==> src/rtl/pipe_hazard_pkg.sv <==
// Shared defaults, slot record and width helper for the hazard scoreboard.
// Slot fields are sized for the largest legal configuration so one typedef serves every build.
package pipe_hazard_pkg;

    localparam int AW_DEF     = 5;
    localparam int STAGES_DEF = 3;
    localparam int NSRC_DEF   = 2;

    // Upper bounds: AW must not exceed AW_MAX, STAGES is at most 7.
    localparam int AW_MAX   = 16;
    localparam int LATW_MAX = 3;

    typedef struct packed {
        logic                v;
        logic                regwr;
        logic [AW_MAX-1:0]   rd;
        logic [LATW_MAX-1:0] lat;
    } slot_t;

    function automatic int selw_f(input int stages);
        return $clog2(stages + 1);
    endfunction

endpackage

==> src/rtl/pipe_hazard_match.sv <==
// Youngest-producer search for one source operand over the forwardable slots.
// Purely combinational; hit/k select the forward source, need_stall flags an unready result.
module pipe_hazard_match
    import pipe_hazard_pkg::*;
#(
    parameter int AW     = AW_DEF,
    parameter int STAGES = STAGES_DEF,
    parameter int SELW   = selw_f(STAGES)
) (
    input  slot_t           slots_i [STAGES-1],
    input  logic [AW-1:0]   rs_i,
    output logic            hit_o,
    output logic [SELW-1:0] k_o,
    output logic            need_stall_o
);

    logic [LATW_MAX-1:0] lat_w;

    // Walk oldest to youngest so the youngest match is the one left standing.
    always_comb begin
        hit_o = 1'b0;
        k_o   = '0;
        lat_w = '0;
        for (int j = STAGES - 2; j >= 0; j--) begin
            if (slots_i[j].v && slots_i[j].regwr && (rs_i != '0) &&
                (slots_i[j].rd == AW_MAX'(rs_i))) begin
                hit_o = 1'b1;
                k_o   = SELW'(j + 1);
                lat_w = slots_i[j].lat;
            end
        end
        need_stall_o = hit_o && ((int'(k_o) + 1) <= int'(lat_w));
    end

endmodule

==> src/rtl/pipe_hazard_sb.sv <==
// Scoreboard for RAW hazards: tracks in-flight producers, raises stall, registers forward selects.
// stall is combinational from ID; fwd_sel and stall_cnt update one edge after the ID decision.
module pipe_hazard_sb
    import pipe_hazard_pkg::*;
#(
    parameter  int AW     = AW_DEF,
    parameter  int STAGES = STAGES_DEF,
    parameter  int NSRC   = NSRC_DEF,
    localparam int SELW   = selw_f(STAGES)
) (
    input  logic                 clk,
    input  logic                 reset,
    input  logic                 id_valid,
    input  logic [NSRC*AW-1:0]   id_rs,
    input  logic                 id_regwr,
    input  logic [AW-1:0]        id_rd,
    input  logic [SELW-1:0]      id_lat,
    input  logic                 flush,
    output logic                 stall,
    output logic [NSRC*SELW-1:0] fwd_sel,
    output logic [15:0]          stall_cnt
);

    // Slot STAGES is served by the write-through register file and never
    // forwards, so only slots 1..STAGES-1 are kept (index j holds slot j+1).
    slot_t               slots_q [STAGES-1];
    slot_t               slots_d [STAGES-1];
    logic [NSRC*SELW-1:0] fwd_sel_q, fwd_sel_d;
    logic [15:0]          cnt_q, cnt_d;

    logic [NSRC-1:0]     hit_w;
    logic [NSRC-1:0]     need_w;
    logic [SELW-1:0]     k_w [NSRC];
    logic [LATW_MAX-1:0] lat_n;
    logic                advance;

    for (genvar i = 0; i < NSRC; i++) begin : g_src
        pipe_hazard_match #(
            .AW     (AW),
            .STAGES (STAGES),
            .SELW   (SELW)
        ) u_match (
            .slots_i      (slots_q),
            .rs_i         (id_rs[i*AW +: AW]),
            .hit_o        (hit_w[i]),
            .k_o          (k_w[i]),
            .need_stall_o (need_w[i])
        );
    end

    always_comb begin
        if (id_lat == '0) begin
            lat_n = LATW_MAX'(1);
        end else if (int'(id_lat) > STAGES) begin
            lat_n = LATW_MAX'(STAGES);
        end else begin
            lat_n = LATW_MAX'(id_lat);
        end
    end

    always_comb begin
        stall   = id_valid && !flush && !reset && (|need_w);
        advance = id_valid && !stall && !flush;

        slots_d[0] = '0;
        if (advance) begin
            slots_d[0].v     = 1'b1;
            slots_d[0].regwr = id_regwr;
            slots_d[0].rd    = AW_MAX'(id_rd);
            slots_d[0].lat   = lat_n;
        end
        for (int j = 1; j < STAGES - 1; j++) begin
            slots_d[j] = slots_q[j-1];
        end

        // The producer moves one slot further at the same edge, hence k+1.
        fwd_sel_d = '0;
        if (advance) begin
            for (int i = 0; i < NSRC; i++) begin
                if (hit_w[i]) begin
                    fwd_sel_d[i*SELW +: SELW] = k_w[i] + SELW'(1);
                end
            end
        end

        cnt_d = cnt_q;
        if (stall && (cnt_q != 16'hFFFF)) begin
            cnt_d = cnt_q + 16'd1;
        end
    end

    always_ff @(posedge clk) begin
        if (reset) begin
            for (int j = 0; j < STAGES - 1; j++) begin
                slots_q[j] <= '0;
            end
            fwd_sel_q <= '0;
            cnt_q     <= '0;
        end else begin
            for (int j = 0; j < STAGES - 1; j++) begin
                slots_q[j] <= slots_d[j];
            end
            fwd_sel_q <= fwd_sel_d;
            cnt_q     <= cnt_d;
        end
    end

    assign fwd_sel   = fwd_sel_q;
    assign stall_cnt = cnt_q;

endmodule

==> config.mk <==
export PLATFORM = sky130hd
export DESIGN_NAME = pipe_hazard_sb
export DESIGN_NICKNAME = d
export VERILOG_FILES = /design/src/rtl/pipe_hazard_pkg.sv /design/src/rtl/pipe_hazard_match.sv /design/src/rtl/pipe_hazard_sb.sv
export SDC_FILE = /design/constraint.sdc
export NUM_CORES = 1
export LEC_CHECK = 0
export BUFFER_PORTS_ARGS = -buffer_cell sky130_fd_sc_hd__buf_2
export CORE_MARGIN = 2
export CORE_UTILIZATION = 54
export CTS_CLUSTER_DIAMETER = 60
export DETAILED_ROUTE_END_ITERATION = 8
export PLACE_DENSITY = 0.9
export SLEW_MARGIN = 10
export SYNTH_ARGS = -nofsm -noshare
export SYNTH_HDL_FRONTEND = slang
export SYNTH_HIERARCHICAL = 1
export SYNTH_SLANG_ARGS = --single-unit
==> constraint.sdc <==
create_clock -name clk -period 4 [get_ports clk]
set_input_delay 0.4 -clock clk [delete_from_list [all_inputs] [get_ports clk]]
set_output_delay 0.4 -clock clk [all_outputs]
set_load 0.01 [all_outputs]
==> After elaboration in Yosys (flattened, before gate mapping) <==
Index checks and enable logic that the tools add are counted.
{ "word_totals": {"reg_bits": 62, "out_inout_bits": 21} }
{ "op_classes": {"bitwise_logic": 3, "n_reduce_logical": 29, "addsub": 5, "n_mux": 14, "n_eq_ne": 5, "magnitude_cmp": 2} }
{ "ops": {"columns": ["op", "count"], "rows": [
  ["== test 16 x 5 -> 1 bit", 4],
  ["<= comparator 32 x 4 -> 1 bit", 2],
  ["2-to-1 mux 21 bit", 1],
  ["logical AND 1 bit", 18],
  ["adder 16 x 1 -> 16 bit, second input constant", 1],
  ["!= test 16 bit, second input constant", 1],
  ["2-to-1 mux 3 bit", 4],
  ["2-to-1 mux 2 bit", 5],
  ["nonzero test 5 bit", 2],
  ["OR reduction 3 bit", 3],
  ["adder 2 x 1 -> 3 bit, second input constant", 2],
  ["adder 2 x 1 -> 2 bit, second input constant", 2],
  ["2-to-1 mux 1 bit", 4],
  ["OR reduction 2 bit", 2],
  ["zero test 1 bit", 3],
  ["inverter 1 bit", 3],
  ["zero test 2 bit", 1]
]} }

==> Depth between registers and ports, before layout <==
{ "depth": {"word_depth": 15, "mapped_depth": 16, "ltp_nobuf": 15} }

==> Hierarchy <==
The synthesis kept the hierarchy.
{ "modules_own_cells": {"columns": ["mod", "seq_area_each_um2", "cells_each", "area_each_um2", "instances"], "rows": [
  ["pipe_hazard_sb", 760.7, 147, 1426.4, 1],
  ["pipe_hazard_match", 0.0, 50, 341.6, 2]
]} }

==> Worst setup path before layout <==
No wires, ideal clock.
{ "synth_timing": {"path_kind": "input port to flip-flop", "start": "input port id_rs[5]", "end": "register cnt_q[15], in the netlist stall_cnt[15]", "setup_ns": 0.071, "path_slack_ns": 0.608, "t_arrival_ns": 3.322, "t_required_ns": 3.929, "path_stages": 15, "path_cell_list": "xnor2_1 > nand2_1 > nor4_1 > and3_1 > mux2i_1 > ha_1 > o21ai_0 > a32oi_1 > or4b_1 > mux2i_1 > o211ai_1 > nor4_4 > nand2_2 > or3_1 > a21oi_1"} }
{ "synth_via": {"elab_chain_cells": 11, "word_cells_on_any_way": 19} }
{ "synth_rtl": {"columns": ["item", "line_no", "source"], "rows": [
  ["start, declared", "pipe_hazard_sb.sv:14", "input logic [NSRC*AW-1:0] id_rs,"],
  ["parallel branches: the longest is 7 deep, another holds <= comparator 32 x 4 -> 1 bit", null, null],
  ["logical AND 1 bit *", "pipe_hazard_match.sv:32", "need_stall_o = hit_o && ((int'(k_o) + 1) <= int'(lat_w));"],
  ["net need_w[1]", "pipe_hazard_sb.sv:32", "logic [NSRC-1:0] need_w;"],
  ["OR reduction 2 bit *", "pipe_hazard_sb.sv:62", "stall = id_valid && !flush && !reset && (|need_w);"],
  ["logical AND 1 bit *", "pipe_hazard_sb.sv:62", null],
  ["logical AND 1 bit *", "pipe_hazard_sb.sv:87", "if (stall && (cnt_q != 16'hFFFF)) begin"],
  ["end signal, assigned", "pipe_hazard_sb.sv:104", "cnt_q <= cnt_d;"],
  ["end, declared", "pipe_hazard_sb.sv:29", "logic [15:0] cnt_q, cnt_d;"]
]} }
Mark *: on every way through the listed nets, which the timed path passes.
A chain may end at the register's enable or synchronous reset.

==> Worst setup path after layout <==
{ "layout_timing": {"start": "register slots_q[3] in the netlist's numbering", "end": "register cnt_q[15], in the netlist stall_cnt[15]"} }
{ "layout_via": {"elab_chain_cells": 10, "word_cells_on_any_way": 25} }
{ "layout_rtl": {"columns": ["item", "line_no", "source"], "rows": [
  ["start, declared", "pipe_hazard_sb.sv:26", "slot_t slots_q [STAGES-1];"],
  ["start signal, assigned by index", "pipe_hazard_sb.sv:101", "slots_q[j] <= slots_d[j];"],
  ["== test 16 x 5 -> 1 bit *", "pipe_hazard_match.sv:26", "(slots_i[j].rd == AW_MAX'(rs_i))) begin"],
  ["logical AND 1 bit *", "pipe_hazard_match.sv:25", "if (slots_i[j].v && slots_i[j].regwr && (rs_i != '0) &&"],
  ["2-to-1 mux 2 bit (2 in series)", "pipe_hazard_match.sv:25", null],
  ["adder 2 x 1 -> 3 bit", "pipe_hazard_match.sv:32", null],
  ["<= comparator 32 x 4 -> 1 bit", "pipe_hazard_match.sv:32", null],
  ["logical AND 1 bit *", "pipe_hazard_match.sv:32", null],
  ["net need_w[1]", "pipe_hazard_sb.sv:32", null],
  ["OR reduction 2 bit *", "pipe_hazard_sb.sv:62", null],
  ["logical AND 1 bit *", "pipe_hazard_sb.sv:62", null],
  ["logical AND 1 bit *", "pipe_hazard_sb.sv:87", null]
]} }
The timed path passes the listed nets; every way through them passes the cells marked *.

==> summary by stage <==
Floorplan
The overall die area is about 4400 sq um. The number of standard-cell rows in the floorplan is 22. The vertical extent of the die is 66.5 um. The top-level I/O count is 43.

The die is ~67 um wide. The region available for standard cell placement spans between 3000 and 4000 sq um. The effective utilization at floorplan is 0.568.

Final layout
The filler cells instantiated in the layout total 307. Compared with the post-synthesis result, the final layout area differs by 27.6%. The library cell used most frequently in the layout, excluding fill and tap cells, is conb_1. The top cell types in the final layout, fill and taps aside, are 50 x conb_1, 42 x buf_2, 36 x dfxtp_1. At the end of the flow, the number of nets in the layout was ~370. The share of the core filled with cells in the final layout is 0.724. The count of antenna diodes in the layout is 0. The share of layout cells above drive strength 1 is 0.194.

Global route
For this run the aggregate overflow at the end of global routing stands at 0. The via count of the first global-routing pass is roughly 1700. The total track usage is 0.219. The number of antenna violations at the first check in global routing was 0. The largest net degree at the start of global routing is 27. The first global-routing pass estimated 7380 um of wire.

Logic synthesis
The share of flip-flops with an asynchronous set or reset is 0. In this run, synthesis inferred 0 flip-flops with an integrated enable. The netlist area before placement is ~2100 sq um. Summed over all instances, the cell type with the most area after synthesis is dfxtp_1. The post-synthesis sequential area ratio is 0.361. The count of unique library cells instantiated by Yosys is 41.

The average instance in the mapped netlist occupies 8.54 sq um. After synthesis the netlist holds a flip-flop and latch count of 38. Yosys attributes the largest share of cell area to dfxtp_1 36%, xnor2_1 9.5%, nor2_1 4.4%. The dominant synthesized flop cell is dfxtp_1. The synthesis warning total is 6.

The share of synthesized area in the top cell type comes to 0.361. The post-synthesis instance total is between 200 and 250.

Status
The flow ran to the end, and the final reports show no timing, DRC or antenna violations.

Placement
Timing analysis after detailed placement gives a worst setup slack of 0.0438 ns. The congestion estimate from routability-driven global placement came to just under 0.9. The quantity of I/O buffers inserted on ports is 42. Once detailed placement completed, the half-perimeter wirelength came to 3580 um.

Clock tree
After clock tree synthesis, the clock-pin slew on the worst setup and hold paths is ~0.070 ns. Buffers inserted during clock tree synthesis total 5. The cell sitting at the root of the clock tree is a clkbuf_8. The clock reaches the later pin of the worst-skew pair after between 0.2 and 0.3 ns. TritonCTS built the clock tree.

The H-tree depth is 2. The number of hold buffers added after CTS was 0. The number of sinks handled by clock tree synthesis is 38. No sink is reached through more buffers than the 2 on the longest clock path.

Routing
The highest routed metal layer is met4. The first-pass iteration count of the detailed router is 4. The mean routed wirelength per cell is approximately 12 um. The remaining antenna violation count is 0.

The post-detailed-route via-to-cell ratio is just over 5. The total vias in the final route is ~2000. Wire segments on met3 add up to about 240 um in the final route. The residual DRC count is 0. The number of DRC markers in iteration 0 is roughly 150.

The met1 wire length is about 2200 um. The met2 wire length is about 2300 um. The sum of routed wire length over all layers is 4740 um.

STA
The count of final max-slew check failures is 0. Measured against its own limit, the worst slew margin works out to 0.650. The final clock period utilization by the worst path is 0.962. The number of failing setup endpoints in the final timing report is 0. The worst-case clock skew is around 0.0068 ns.

The hold violation total from the final report is 0. At the pin with the least slew margin, the transition time is between 0.5 and 0.6 ns. Adding up every negative setup slack in the final design gives 0 ns. The smallest clock period supported by the final layout is computed as 3.85 ns. Timing would allow up to approximately 260 MHz. The worst path meets setup with approximately 0.15 ns of slack.

Worst hold path
In this run the most critical hold path is launched from id_rd[1]. The end point of the most critical hold path is slots_d[4]. The worst hold path belongs to the class primary input to flop. The worst hold path stage count is 2.

Pwr
The switching component of the power is 0.170 mW. The relative contribution of combinational cells to total power is 0.083. The share of total power in sequential cells is 0.538.

The fraction of power spent switching nets is 0.237. The post-route total power is roughly 0.72 mW. The power density over the cells is between 200 and 300 nW/um^2.

The worst-case IR drop observed on VDD is ~0.3 mV. The internal power is 0.549 mW. The fraction of power consumed by the clock network is 0.379. For this design the static power due to leakage is between 1 and 1.5 nW.

Worst setup path
The standard cell with the maximum stage delay on the critical path is or4b_1. The worst flop-to-flop path endpoint is stall_cnt[15]. Data on the critical path arrives at its endpoint at approximately 4 ns. STA classifies the critical path endpoint as a flop. The path depth of the worst reg2reg path is 15.

The reg-to-reg critical path startpoint is slots_q[3]. The launching element type of the critical path is a flop. By startpoint and endpoint, the worst setup path is classified as flop to flop. Traced cell by cell, the critical path runs through xnor2_1 -> nand2_1 -> nor4_1 -> and3_1 -> mux2i_1 -> ha_1 -> o21ai_0 -> a32oi_1 -> or4b_1 -> mux2i_2 -> o211ai_1 -> nor4_4 -> nand2_2 -> or3_1 -> a21oi_1. The longest individual stage delay on the worst path is approximately 0.51 ns. In this run the worst path has a maximum fanout of 4. For the worst setup path, the data required time is 4.23 ns. For flop-to-flop paths, the worst setup slack is about 0.15 ns.

Flow run
Across the run, the number of max-cap violations was 0.
==> worst max-delay path by stage <==
stage,from,to,slack (ns),depth (start not counted)
floorplan,id_rs[5],stall_cnt[15],0.61,15
global placement,id_rs[5],stall_cnt[15],0.14,16
detailed placement,id_rs[0],stall_cnt[15],0.04,16
CTS,slots_q[3],stall_cnt[15],0.20,15
global route,slots_q[3],stall_cnt[15],-0.04,15
finish,slots_q[3],stall_cnt[15],0.15,15
==> state kept, by name, summed over array words and instances, names as in the netlist <==
name,flops
stall_cnt,16
slots_d,9
slots_q,9
fwd_sel,4
==> cell type report <==
class / count / area, sq um / share of cell area
Timing Repair Buffer: 46 / 240 / 0.0893
Tap cell: 48 / 60.1 / 0.0223
Sequential cell: 38 / 763 / 0.284
Clock buffer: 7 / 86.3 / 0.0321
Inverter: 5 / 18.8 / 0.00697
Clock inverter: 1 / 5.00 / 0.00186
Multi-Input combinational cell: 244 / 1520 / 0.564
==> cell families (layout without fill, tap and decap cells) <==
logic type	after synthesis	count (layout)	synth area share
simple gates	129	129	0.343
flops	38	38	0.361
xor+xnor	32	32	0.133
compound gates	20	20	0.0605
buf+inv	12	59	0.0302
mux	8	8	0.0380
fa+ha+maj	5	5	0.0297
other cells	3	50	0.00534
==> critical path: cells and delay by family, from the launching register on <==
family          cells  cell delay, ns
flops               1            0.36
fa+ha+maj           1            0.32
xor+xnor            1            0.13
mux                 2            0.33
simple gates        7            2.06
compound gates      4            0.57
==> metal layers <==
| layer | vias up | track usage |
|---|---|---|
| met5 | - | 0 |
| met4 | 0 | 0.0689 |
| met3 | 4 | 0.0574 |
| met2 | 69 | 0.349 |
| met1 | 917 | 0.289 |
| li1 | 1005 | - |
==> power groups by stage <==
stage                     Sequential, mW  Combinational [mW]  Clock (mW)
after global routing               0.387              0.0671       0.296
after detailed placement           0.395              0.0556           0
after global placement             0.395              0.0545           0
after CTS                          0.386              0.0557       0.275
final                              0.387              0.0597       0.272
after floorplan                    0.394              0.0359           0
==> timing repair <==
item	4_1_cts	5_1_grt
buffers inserted	0	1
endpoints found under the setup margin	0	7
resized for setup	0	12
==> per-stage QoR <==
step	area (sq um)	cells	hold WS, ns
after floorplan	2290	294	0.457
after global placement	2530	380	0.470
after detailed placement	2530	380	0.473
after CTS	2630	388	0.298
after global routing	2690	389	0.303
final	2690	389	0.304
==> synthesized netlist by cell type, types with 3 or more instances <==
| cell | n |
|---|---|
| dfxtp_1 | 38 |
| nor2_1 | 25 |
| xnor2_1 | 23 |
| nand2_1 | 19 |
| nand3_1 | 12 |
| nor4_1 | 11 |
| and3_1 | 9 |
| nor2b_1 | 9 |
| xor2_1 | 9 |
| and2_1 | 8 |
| mux2i_1 | 8 |
| nand4_1 | 7 |
| nor3_1 | 6 |
| ha_1 | 5 |
| inv_1 | 5 |
| nand2b_1 | 5 |
| a21oi_1 | 4 |
| clkbuf_1 | 4 |
| o21ai_0 | 4 |
| a31oi_1 | 3 |
| conb_1 | 3 |
| or4_1 | 3 |
No activity file was read; power rests on OpenSTA's default activity.
